[src/rtl/fighter_pkg.sv]
// fighter_pkg: action state encodings and default frame timing shared by the per-player fighter logic.
// Contents: state_t (drives the action output directly), ACTION_KO, and default frame counts and counter width.
package fighter_pkg;
  localparam int STARTUP_FRAMES_DEF  = 3;
  localparam int ACTIVE_FRAMES_DEF   = 4;
  localparam int RECOVERY_FRAMES_DEF = 6;
  localparam int HITSTUN_FRAMES_DEF  = 12;
  localparam int CNT_WIDTH_DEF       = 5;
  typedef enum logic [2:0] {
    IDLE       = 3'd0,
    WALK       = 3'd1,
    JUMP_REQ   = 3'd2,
    JUMP_AIR   = 3'd3,
    ATK_START  = 3'd4,
    ATK_ACTIVE = 3'd5,
    ATK_RECOV  = 3'd6,
    HITSTUN    = 3'd7
  } state_t;
  localparam logic [2:0] ACTION_KO = 3'd7;
endpackage

[src/rtl/frame_timer.sv]
// frame_timer: loadable frame down-counter that moves only on SCEN frames.
// Ports: clk, reset (async, active-low), scen (frame tick), load/load_val (reload on a tick),
//        done (count has reached zero).
module frame_timer #(
  parameter int W = 5
) (
  input  logic         clk,
  input  logic         reset,
  input  logic         scen,
  input  logic         load,
  input  logic [W-1:0] load_val,
  output logic         done
);
  logic [W-1:0] count;
  assign done = count == '0;
  always_ff @(posedge clk or negedge reset)
    if (!reset) count <= '0;
    else if (scen) count <= load ? load_val : (done ? count : count - W'(1));
endmodule

[src/rtl/player_action_ctrl.sv]
// player_action_ctrl: frame-paced per-player action sequencer that gates player_move and publishes the hitbox window.
// Ports: clk, reset (async, active-low), SCEN (frame tick), btn_left/right/jump/attack (level buttons),
//        hit_taken (pulse, any cycle), ko (level), jump_active (from player_move);
//        move_enable/move_left/move_right/jump (to player_move), attack_active, action[2:0], busy.
module player_action_ctrl
  import fighter_pkg::*;
#(
  parameter int STARTUP_FRAMES  = STARTUP_FRAMES_DEF,
  parameter int ACTIVE_FRAMES   = ACTIVE_FRAMES_DEF,
  parameter int RECOVERY_FRAMES = RECOVERY_FRAMES_DEF,
  parameter int HITSTUN_FRAMES  = HITSTUN_FRAMES_DEF,
  parameter int CNT_WIDTH       = CNT_WIDTH_DEF
) (
  input  logic       clk,
  input  logic       reset,
  input  logic       SCEN,
  input  logic       btn_left,
  input  logic       btn_right,
  input  logic       btn_jump,
  input  logic       btn_attack,
  input  logic       hit_taken,
  input  logic       ko,
  input  logic       jump_active,
  output logic       move_enable,
  output logic       move_left,
  output logic       move_right,
  output logic       jump,
  output logic       attack_active,
  output logic [2:0] action,
  output logic       busy
);
  localparam logic [CNT_WIDTH-1:0] SU = CNT_WIDTH'(STARTUP_FRAMES - 1);
  localparam logic [CNT_WIDTH-1:0] AF = CNT_WIDTH'(ACTIVE_FRAMES - 1);
  localparam logic [CNT_WIDTH-1:0] RF = CNT_WIDTH'(RECOVERY_FRAMES - 1);
  localparam logic [CNT_WIDTH-1:0] HF = CNT_WIDTH'(HITSTUN_FRAMES - 1);
  state_t                 state, nxt;
  logic                   ko_latched, ko_n, hit_pend, hit, done, load, one_dir, dir_state;
  logic [CNT_WIDTH-1:0]   load_val;
  // A hit arriving on the tick itself is consumed by that tick's decision.
  assign hit     = hit_pend | hit_taken;
  assign one_dir = btn_left ^ btn_right;
  always_comb begin
    nxt  = state;
    ko_n = ko_latched | ko;
    if (!ko_n)
      case (state)
        IDLE, WALK: nxt = hit ? HITSTUN : btn_attack ? ATK_START : btn_jump ? JUMP_REQ :
                          one_dir ? WALK : IDLE;
        JUMP_REQ:   nxt = JUMP_AIR;
        // Airborne hits stay pending until landing.
        JUMP_AIR:   nxt = jump_active ? JUMP_AIR : hit ? HITSTUN : IDLE;
        ATK_START:  nxt = hit ? HITSTUN : done ? ATK_ACTIVE : ATK_START;
        ATK_ACTIVE: nxt = hit ? HITSTUN : done ? ATK_RECOV : ATK_ACTIVE;
        ATK_RECOV:  nxt = hit ? HITSTUN : done ? IDLE : ATK_RECOV;
        default:    nxt = hit ? HITSTUN : done ? IDLE : HITSTUN;
      endcase
  end
  // Every state change reloads the timer; a fresh hit during stun also restarts it.
  assign load      = !ko_n && (nxt != state || (state == HITSTUN && hit));
  assign load_val  = nxt == ATK_START ? SU : nxt == ATK_ACTIVE ? AF : nxt == ATK_RECOV ? RF :
                     nxt == HITSTUN ? HF : '0;
  assign dir_state = !ko_n && (nxt == WALK || nxt == JUMP_REQ);
  frame_timer #(.W(CNT_WIDTH)) u_timer (
    .clk      (clk),
    .reset    (reset),
    .scen     (SCEN),
    .load     (load),
    .load_val (load_val),
    .done     (done)
  );
  always_ff @(posedge clk or negedge reset)
    if (!reset) hit_pend <= 1'b0;
    else hit_pend <= (SCEN && !ko_n && nxt == HITSTUN) ? 1'b0 : hit;
  always_ff @(posedge clk or negedge reset)
    if (!reset) begin
      state         <= IDLE;
      ko_latched    <= 1'b0;
      move_enable   <= 1'b0;
      move_left     <= 1'b0;
      move_right    <= 1'b0;
      jump          <= 1'b0;
      attack_active <= 1'b0;
      action        <= 3'd0;
      busy          <= 1'b0;
    end else if (SCEN) begin
      state         <= nxt;
      ko_latched    <= ko_n;
      move_enable   <= !ko_n && nxt inside {IDLE, WALK, JUMP_REQ, JUMP_AIR};
      move_left     <= dir_state && btn_left && !btn_right;
      move_right    <= dir_state && btn_right && !btn_left;
      jump          <= !ko_n && nxt == JUMP_REQ;
      attack_active <= !ko_n && nxt == ATK_ACTIVE;
      action        <= ko_n ? ACTION_KO : nxt;
      busy          <= ko_n || !(nxt inside {IDLE, WALK});
    end
endmodule

[config.mk]
export PLATFORM = sky130hd
export DESIGN_NAME = player_action_ctrl
export DESIGN_NICKNAME = d
export VERILOG_FILES = /design/src/rtl/fighter_pkg.sv /design/src/rtl/frame_timer.sv /design/src/rtl/player_action_ctrl.sv
export SDC_FILE = /design/constraint.sdc
export NUM_CORES = 1
export LEC_CHECK = 0
export CORE_MARGIN = 3
export CORE_UTILIZATION = 44
export CTS_CLUSTER_DIAMETER = 50
export DETAILED_ROUTE_END_ITERATION = 6
export GPL_ROUTABILITY_DRIVEN = 0
export PLACE_DENSITY = 0.71
export SYNTH_ARGS = -nofsm -noshare
export SYNTH_HDL_FRONTEND = slang
export SYNTH_HIERARCHICAL = 1
export SYNTH_SLANG_ARGS = --single-unit
export TNS_END_PERCENT = 10
[constraint.sdc]
create_clock -name clk -period 2.95 [get_ports clk]
set_clock_uncertainty 0.1 [all_clocks]
set_input_delay 0.59 -clock clk [delete_from_list [all_inputs] [get_ports clk]]
set_output_delay 0.59 -clock clk [all_outputs]
set_load 0.02 [all_outputs]
# --- After elaboration in Yosys (flattened, before gate mapping) ---
# Index checks and enable logic that the tools add are counted.
totals:
  reg_bits: 19
  input_bits: 10
  output_inout_bits: 9
  word_cells: 81
op_classes:
  n_addsub: 1
  n_eq_ne: 16
  muxes: 24
  bitwise: 3
  reduce_logical: 26
op_table:
  columns: ["cell", "count"]
  rows:
  - ["3-bit two-way mux", 10]
  - ["3-bit equality test (second input constant)", 8]
  - ["3-bit one-hot mux with 6 select lines", 1]
  - ["4-bit two-way mux", 4]
  - ["3-bit by 2-bit equality test with 1-bit output (second input constant)", 4]
  - ["1-bit logical AND", 12]
  - ["5-bit two-way mux", 2]
  - ["2-bit two-way mux", 4]
  - ["3-bit by 1-bit equality test with 1-bit output (second input constant)", 2]
  - ["3-bit zero test", 2]
  - ["5-bit zero test", 1]
  - ["5-bit by 1-bit subtractor with 5-bit output (second input constant)", 1]
  - ["1-bit zero test", 4]
  - ["4-bit nonzero test", 1]
  - ["1-bit logical OR", 3]
  - ["1-bit two-way mux", 3]
  - ["3-bit inequality test", 1]
  - ["2-bit by 1-bit inequality test with 1-bit output (second input constant)", 1]
  - ["1-bit OR", 2]
  - ["2-bit AND reduction", 1]
  - ["2-bit nonzero test", 1]
  - ["2-bit OR reduction", 1]
  - ["1-bit bitwise XOR", 1]

# --- Longest topological paths before layout ---
depth:
  ltp_word: 13
  ltp_mapped: 13
  mapped_depth_nobuf: 11

# --- Cells and area by module ---
# Netlist, hierarchy kept.
modules_own_cells:
  columns: ["module", "n_inst", "cells_per_inst", "area_each_um2", "seq_area_each_um2"]
  rows:
  - ["player_action_ctrl", 1, 90, 932.1, 350.3]
  - ["frame_timer", 1, 34, 337.8, 125.1]

# --- Worst setup path after synthesis ---
# No wires, ideal clock.
synth_timing:
  path_kind: "register to register"
  start: "register u_timer.count[0]"
  end: "register u_timer.count[2]"
  arrival_time_ps: 3047
  slack_ps: -318
  path_stages_with_launch: 13
  n_path_buf: 2
  period_less_slack_ps: 3268
  path_cell_list: "dfrtp_1 inv_1 ha_1 nor4b_4 nor3b_2 o21ai_2 or4_4 buf_6 xnor2_1 a31oi_1 buf_2 o21ai_0 a22o_2"
synth_via:
  elab_chain_len: 10
  word_cells_on_any_way: 25
  cone_classes: "add/sub (1); eq/ne (5); mux (15); reduce/logical (4)"
synth_lines:
  columns: ["item", "line_no", "source"]
  rows:
  - ["from (decl)", "frame_timer.sv:14", "logic [W-1:0] count;"]
  - ["from (signal assigned)", "frame_timer.sv:18", "else if (scen) count <= load ? load_val : (done ? count : count - W'(1));"]
  - ["5-bit zero test (*)", "frame_timer.sv:15", "assign done = count == '0;"]
  - ["via done", "player_action_ctrl.sv:37", "logic ko_latched, ko_n, hit_pend, hit, done, load, one_dir, dir_state;"]
  - ["3-bit two-way mux, or another cell as far along (2 in series)", "player_action_ctrl.sv:55", "default: nxt = hit ? HITSTUN : done ? IDLE : HITSTUN;"]
  - ["3-bit one-hot mux with 6 select lines (*)", "player_action_ctrl.sv:46", "case (state)"]
  - ["3-bit two-way mux (*)", "player_action_ctrl.sv:45", "if (!ko_n)"]
  - ["3-bit inequality test (*)", "player_action_ctrl.sv:59", "assign load = !ko_n && (nxt != state || (state == HITSTUN && hit));"]
  - ["1-bit logical OR (*)", "player_action_ctrl.sv:59", null]
  - ["1-bit logical AND (*)", "player_action_ctrl.sv:59", null]
  - ["via load", "player_action_ctrl.sv:37", null]
  - ["2-bit by 1-bit inequality test with 1-bit output (no source line)", null, null]
  - ["2-bit AND reduction (no source line)", null, null]
# Mark *: on every way through the listed nets, which the timed path passes. The rest lies on a longest branch. The select of a mux whose other input is x is not followed.
# A chain may end at the register's enable or synchronous reset.

# --- Worst setup path after layout ---
layout_timing:
  start: "input hit_taken"
  end: "register u_timer.count[4]"
layout_via:
  elab_chain_len: 10
  word_cells_on_any_way: 17
  cone_classes: "eq/ne (2); mux (10); bitwise (1); reduce/logical (4)"
layout_lines:
  columns: ["item", "line_no", "source"]
  rows:
  - ["from (decl)", "player_action_ctrl.sv:21", "input logic hit_taken,"]
  - ["1-bit OR (*)", "player_action_ctrl.sv:40", "assign hit = hit_pend | hit_taken;"]
  - ["3-bit two-way mux (2 in series)", "player_action_ctrl.sv:51", "JUMP_AIR: nxt = jump_active ? JUMP_AIR : hit ? HITSTUN : IDLE;"]
  - ["3-bit one-hot mux with 6 select lines", "player_action_ctrl.sv:46", null]
  - ["3-bit two-way mux", "player_action_ctrl.sv:45", null]
  - ["3-bit inequality test", "player_action_ctrl.sv:59", null]
  - ["1-bit logical OR (*)", "player_action_ctrl.sv:59", null]
  - ["1-bit logical AND (*)", "player_action_ctrl.sv:59", null]
  - ["via load", "player_action_ctrl.sv:37", null]
  - ["2-bit by 1-bit inequality test with 1-bit output (no source line)", null, null]
  - ["2-bit AND reduction (no source line)", null, null]
# Mark *: on every way through the listed nets, which the timed path passes. The rest lies on a longest branch.

==> results.md <==
- CTS tree: yes
- Post-synth top area share: 37.44%
- First-pass GRT wire length: 5319 µm
- Max VDD drop: 0.3444 mV
- Area Overhead vs Synth: 34.19%
- WHS Path Cells: 1
- Max-slew violations: 0
- Largest area contributor in the netlist: dfrtp_1
- Crit path launch type: primary input
- Number of synthesized flops with an enable pin: 0
- Setup CP Type: in2reg
- FF-to-FF setup slack: 0.09 ns
- Share of cells above drive strength 1: 32.72%
- Clock share of power: 13.2%
- Primary FF master, synth: dfrtp_1
- CP max-delay cell: or4_4
- Routed wire length per instance: 15.95 µm
- Unrepaired setup endpoints after global routing: true
- Crit path max fanout: 6
- Post-cts hold buffer count: 0
- Worst path cell trace: clkdlybuf4s50_1 -> nor2_2 -> a221oi_2 -> or4_4 -> xnor2_2 -> a31oi_4 -> buf_4 -> o21ai_0 -> a32o_1
- Post-Synthesis Cells: 124
- Total GRT Usage: 19.73%
- CTS max path bufs: 2
- Final #Nets: 174
- Register area share after synthesis: 37.44%
- Asr flop ratio synth: 100.0%
- Register-to-Register Path Depth: 13
- Later-pin clock latency in the skew report: 0.29 ns
- Sum of buffers and inverters on the critical path: 2
- Initial antenna violation count: 0
- Final worst-path cycle share: 96.92%
- Total number of vias: 1139
- Vias per inst: 5.932
- ANT nets after route: 0
- Sequential share of power: 39.2%
- Clock sink total: 19
- Worst path max stage delay: 0.55 ns
- Pin count of the biggest net entering global routing: 20
- Pwr/cell area: 576.2 mW/mm²
- Post-placement cell count: 183
- CP Capture Type: flop
- Die extent in x: 59.73 µm
- Util after Layout: 65.23%
- Detailed-route DRC error count: 0
- Fmax: 349.8 MHz
- GRT overflow: 0
- Sw Share: 38.42%
- N_diodes: 0
- Port Buffer Count: 18
- Post-route insts no fill: 192
- Area contributors post-synth: dfrtp_1 (37%), xnor2_1 (3.4%), inv_1 (3.0%)
- Num CTS Buffers: 3
- Leakage: 0.6779 nW
- Switch Pwr: 377.2 µW
- Core area: 0.002613 mm²
- Minimum clock period: 2.859 ns
- Worst Tran Pin Value: 0.8468 ns
- Max-cap check violation count: 0
- Syn Nets: 135
- R2r startpoint: u_timer/count[0]
- Hold_sp: action[1]
- Yosys warns: 6
- Power Internal: 604.7 µW
- Syn avg cell area: 10.24 µm²
- Detailed Routing Iterations Pass 1: 4
- Hold Crit Class: reg2reg
- 1st-iter DRT viols: 59
- Combinational power share: 47.6%
- Vias in the first global route: 1148
- CTS root buf: clkbuf_4
- FP Rows: 18
- WP data arrival: 2.95 ns
- Total negative slack: 0 ns
- Final hold vios: 0
- Relative slew slack: 43.37%
- Die ar.: 0.003567 mm²
- I/O pins: 19
- Starting Density: 48.61%
- Final setup viols: 0
- Die H: 59.73 µm
- Status: complete, no violations
- Mapped cell area: 0.001270 mm²
- Reg2reg end: u_timer/count[0]
- Worst hold endpoint: action[1]
- Post-synthesis cell type count: 59
- WL final: 3063 µm
- CP Data Required Time: 3.04 ns
- CTS H-Tree Depth: 1
- Worst path top cell family by delay: simple AND/OR/NAND/NOR gates
- Seq cells post-synth: 19
- Detailed Place HPWL: 2260 µm
- Clock transition at path regs: 0.11 ns
## registers in the layout, indices dropped and copies added (netlist names)
name           count
action             3
attack_active      1
busy               1
hit_pend           1
jump               1
ko_latched         1
move_enable        1
move_left          1
move_right         1
state              3
u_timer/count      5
## power by group through the flow
stage	logic [mW]	clock network, mW	registers (mW)
floorplan	0.325	0	0.346
global placement	0.391	0	0.386
detailed placement	0.404	0	0.390
CTS	0.406	0.137	0.385
global route	0.521	0.149	0.393
finish	0.467	0.129	0.385
## through the flow
stage          instance area, µm²  setup WS, ns  hold WS [ns]  total power [mW]
2_1_floorplan                1299       0.02259        0.1944            0.6705
3_3_place_gp                 1605      -0.09680        0.3629            0.7763
3_5_place_dp                 1605       -0.1814        0.3714            0.7931
4_1_cts                      1633       0.02308        0.4011            0.9277
5_1_grt                      1704       -0.1091        0.4232             1.062
6_report                     1704       0.09088        0.4023            0.9819
## cell usage after synthesis, types with 2 or more instances
master     number
dfrtp_1        19
inv_1          10
nand2_1         7
xnor2_1         5
o21ai_0         4
o2bb2ai_1       4
a22oi_1         3
nand2b_1        3
nor2_1          3
o21a_1          3
o21ai_2         3
or4_1           3
a21oi_1         2
a22o_1          2
buf_2           2
buf_4           2
clkbuf_1        2
mux2i_1         2
nor3_1          2
o22a_1          2
o31ai_1         2
or4_4           2
## metal layers
layer | vias to the layer above | wire length, µm | global-route usage (%)
li1 | 548 | - | -
met1 | 554 | 1483 | 28.92
met2 | 35 | 1400 | 29.94
met3 | 2 | 171 | 3.024
met4 | 0 | 8 | 5.696
met5 | - | 0 | 0
## logic make-up (layout without fill, tap and decap cells)
| kind of cell | after synthesis | after routing | share of synthesized area [%] |
|---|---|---|---|
| mux | 4 | 4 | 3.350 |
| other cells | 1 | 1 | 0.2953 |
| buf+inv | 17 | 55 | 6.404 |
| simple gates | 34 | 34 | 20.49 |
| xor+xnor | 5 | 5 | 3.448 |
| fa+ha+maj | 1 | 1 | 0.9851 |
| flops | 19 | 19 | 37.44 |
| compound gates | 43 | 43 | 27.59 |
## cell usage in the layout (no fill, tap or decap), types with 2 or more instances in the layout
cell,instances
o2bb2ai_1,4
a22o_1,2
nor2_1,3
nand2_1,7
o21ai_2,3
clkbuf_4,3
xnor2_1,3
mux2i_1,2
inv_1,7
o21a_1,3
o21ai_1,2
or4_4,2
a21oi_1,2
nor3_1,2
o22a_1,2
dfrtp_1,19
o31ai_2,3
inv_2,3
a22oi_1,3
o21ai_0,2
or4_1,3
nand2b_1,3
xnor2_2,2
clkdlybuf4s50_1,18
buf_4,21
## worst register-to-register path: stages, from the launching register on
cell,delay (ns)
dfrtp_1,0.42
inv_2,0.10
ha_4,0.15
nor4b_4,0.30
buf_4,0.19
nor2_1,0.04
a22o_1,0.29
buf_4,0.15
or4_1,0.51
nand2_1,0.11
a21oi_1,0.07
nand2b_1,0.17
o31ai_2,0.06
a22oi_1,0.09
## what timing repair did
action,CTS,global route
setup endpoints to repair,0,5
gates resized for setup,0,6
buffers inserted,0,4
## how the worst max path moves through the flow
stage	from	endpoint	slack [ns]	cells after the start
3_3_place_gp	hit_taken	u_timer/count[1]	-0.1	11
6_report	hit_taken	u_timer/count[4]	0.09	9
3_5_place_dp	hit_taken	u_timer/count[0]	-0.18	10
2_1_floorplan	u_timer/count[1]	u_timer/count[0]	0.02	13
4_1_cts	u_timer/count[0]	u_timer/count[0]	0.02	13
5_1_grt	u_timer/count[0]	u_timer/count[0]	-0.11	12
## area by class of cell
| class | count | area, µm² |
|---|---|---|
| inverters | 10 | 37.54 |
| multi-input cells | 88 | 772.0 |
| clock inverters | 1 | 5.005 |
| repair buffers | 41 | 354.1 |
| fillers | 220 | 908.4 |
| clock buffers | 3 | 22.52 |
| well taps | 30 | 37.54 |
| flip-flops and latches | 19 | 475.5 |
(Power assumes the default switching activity.)
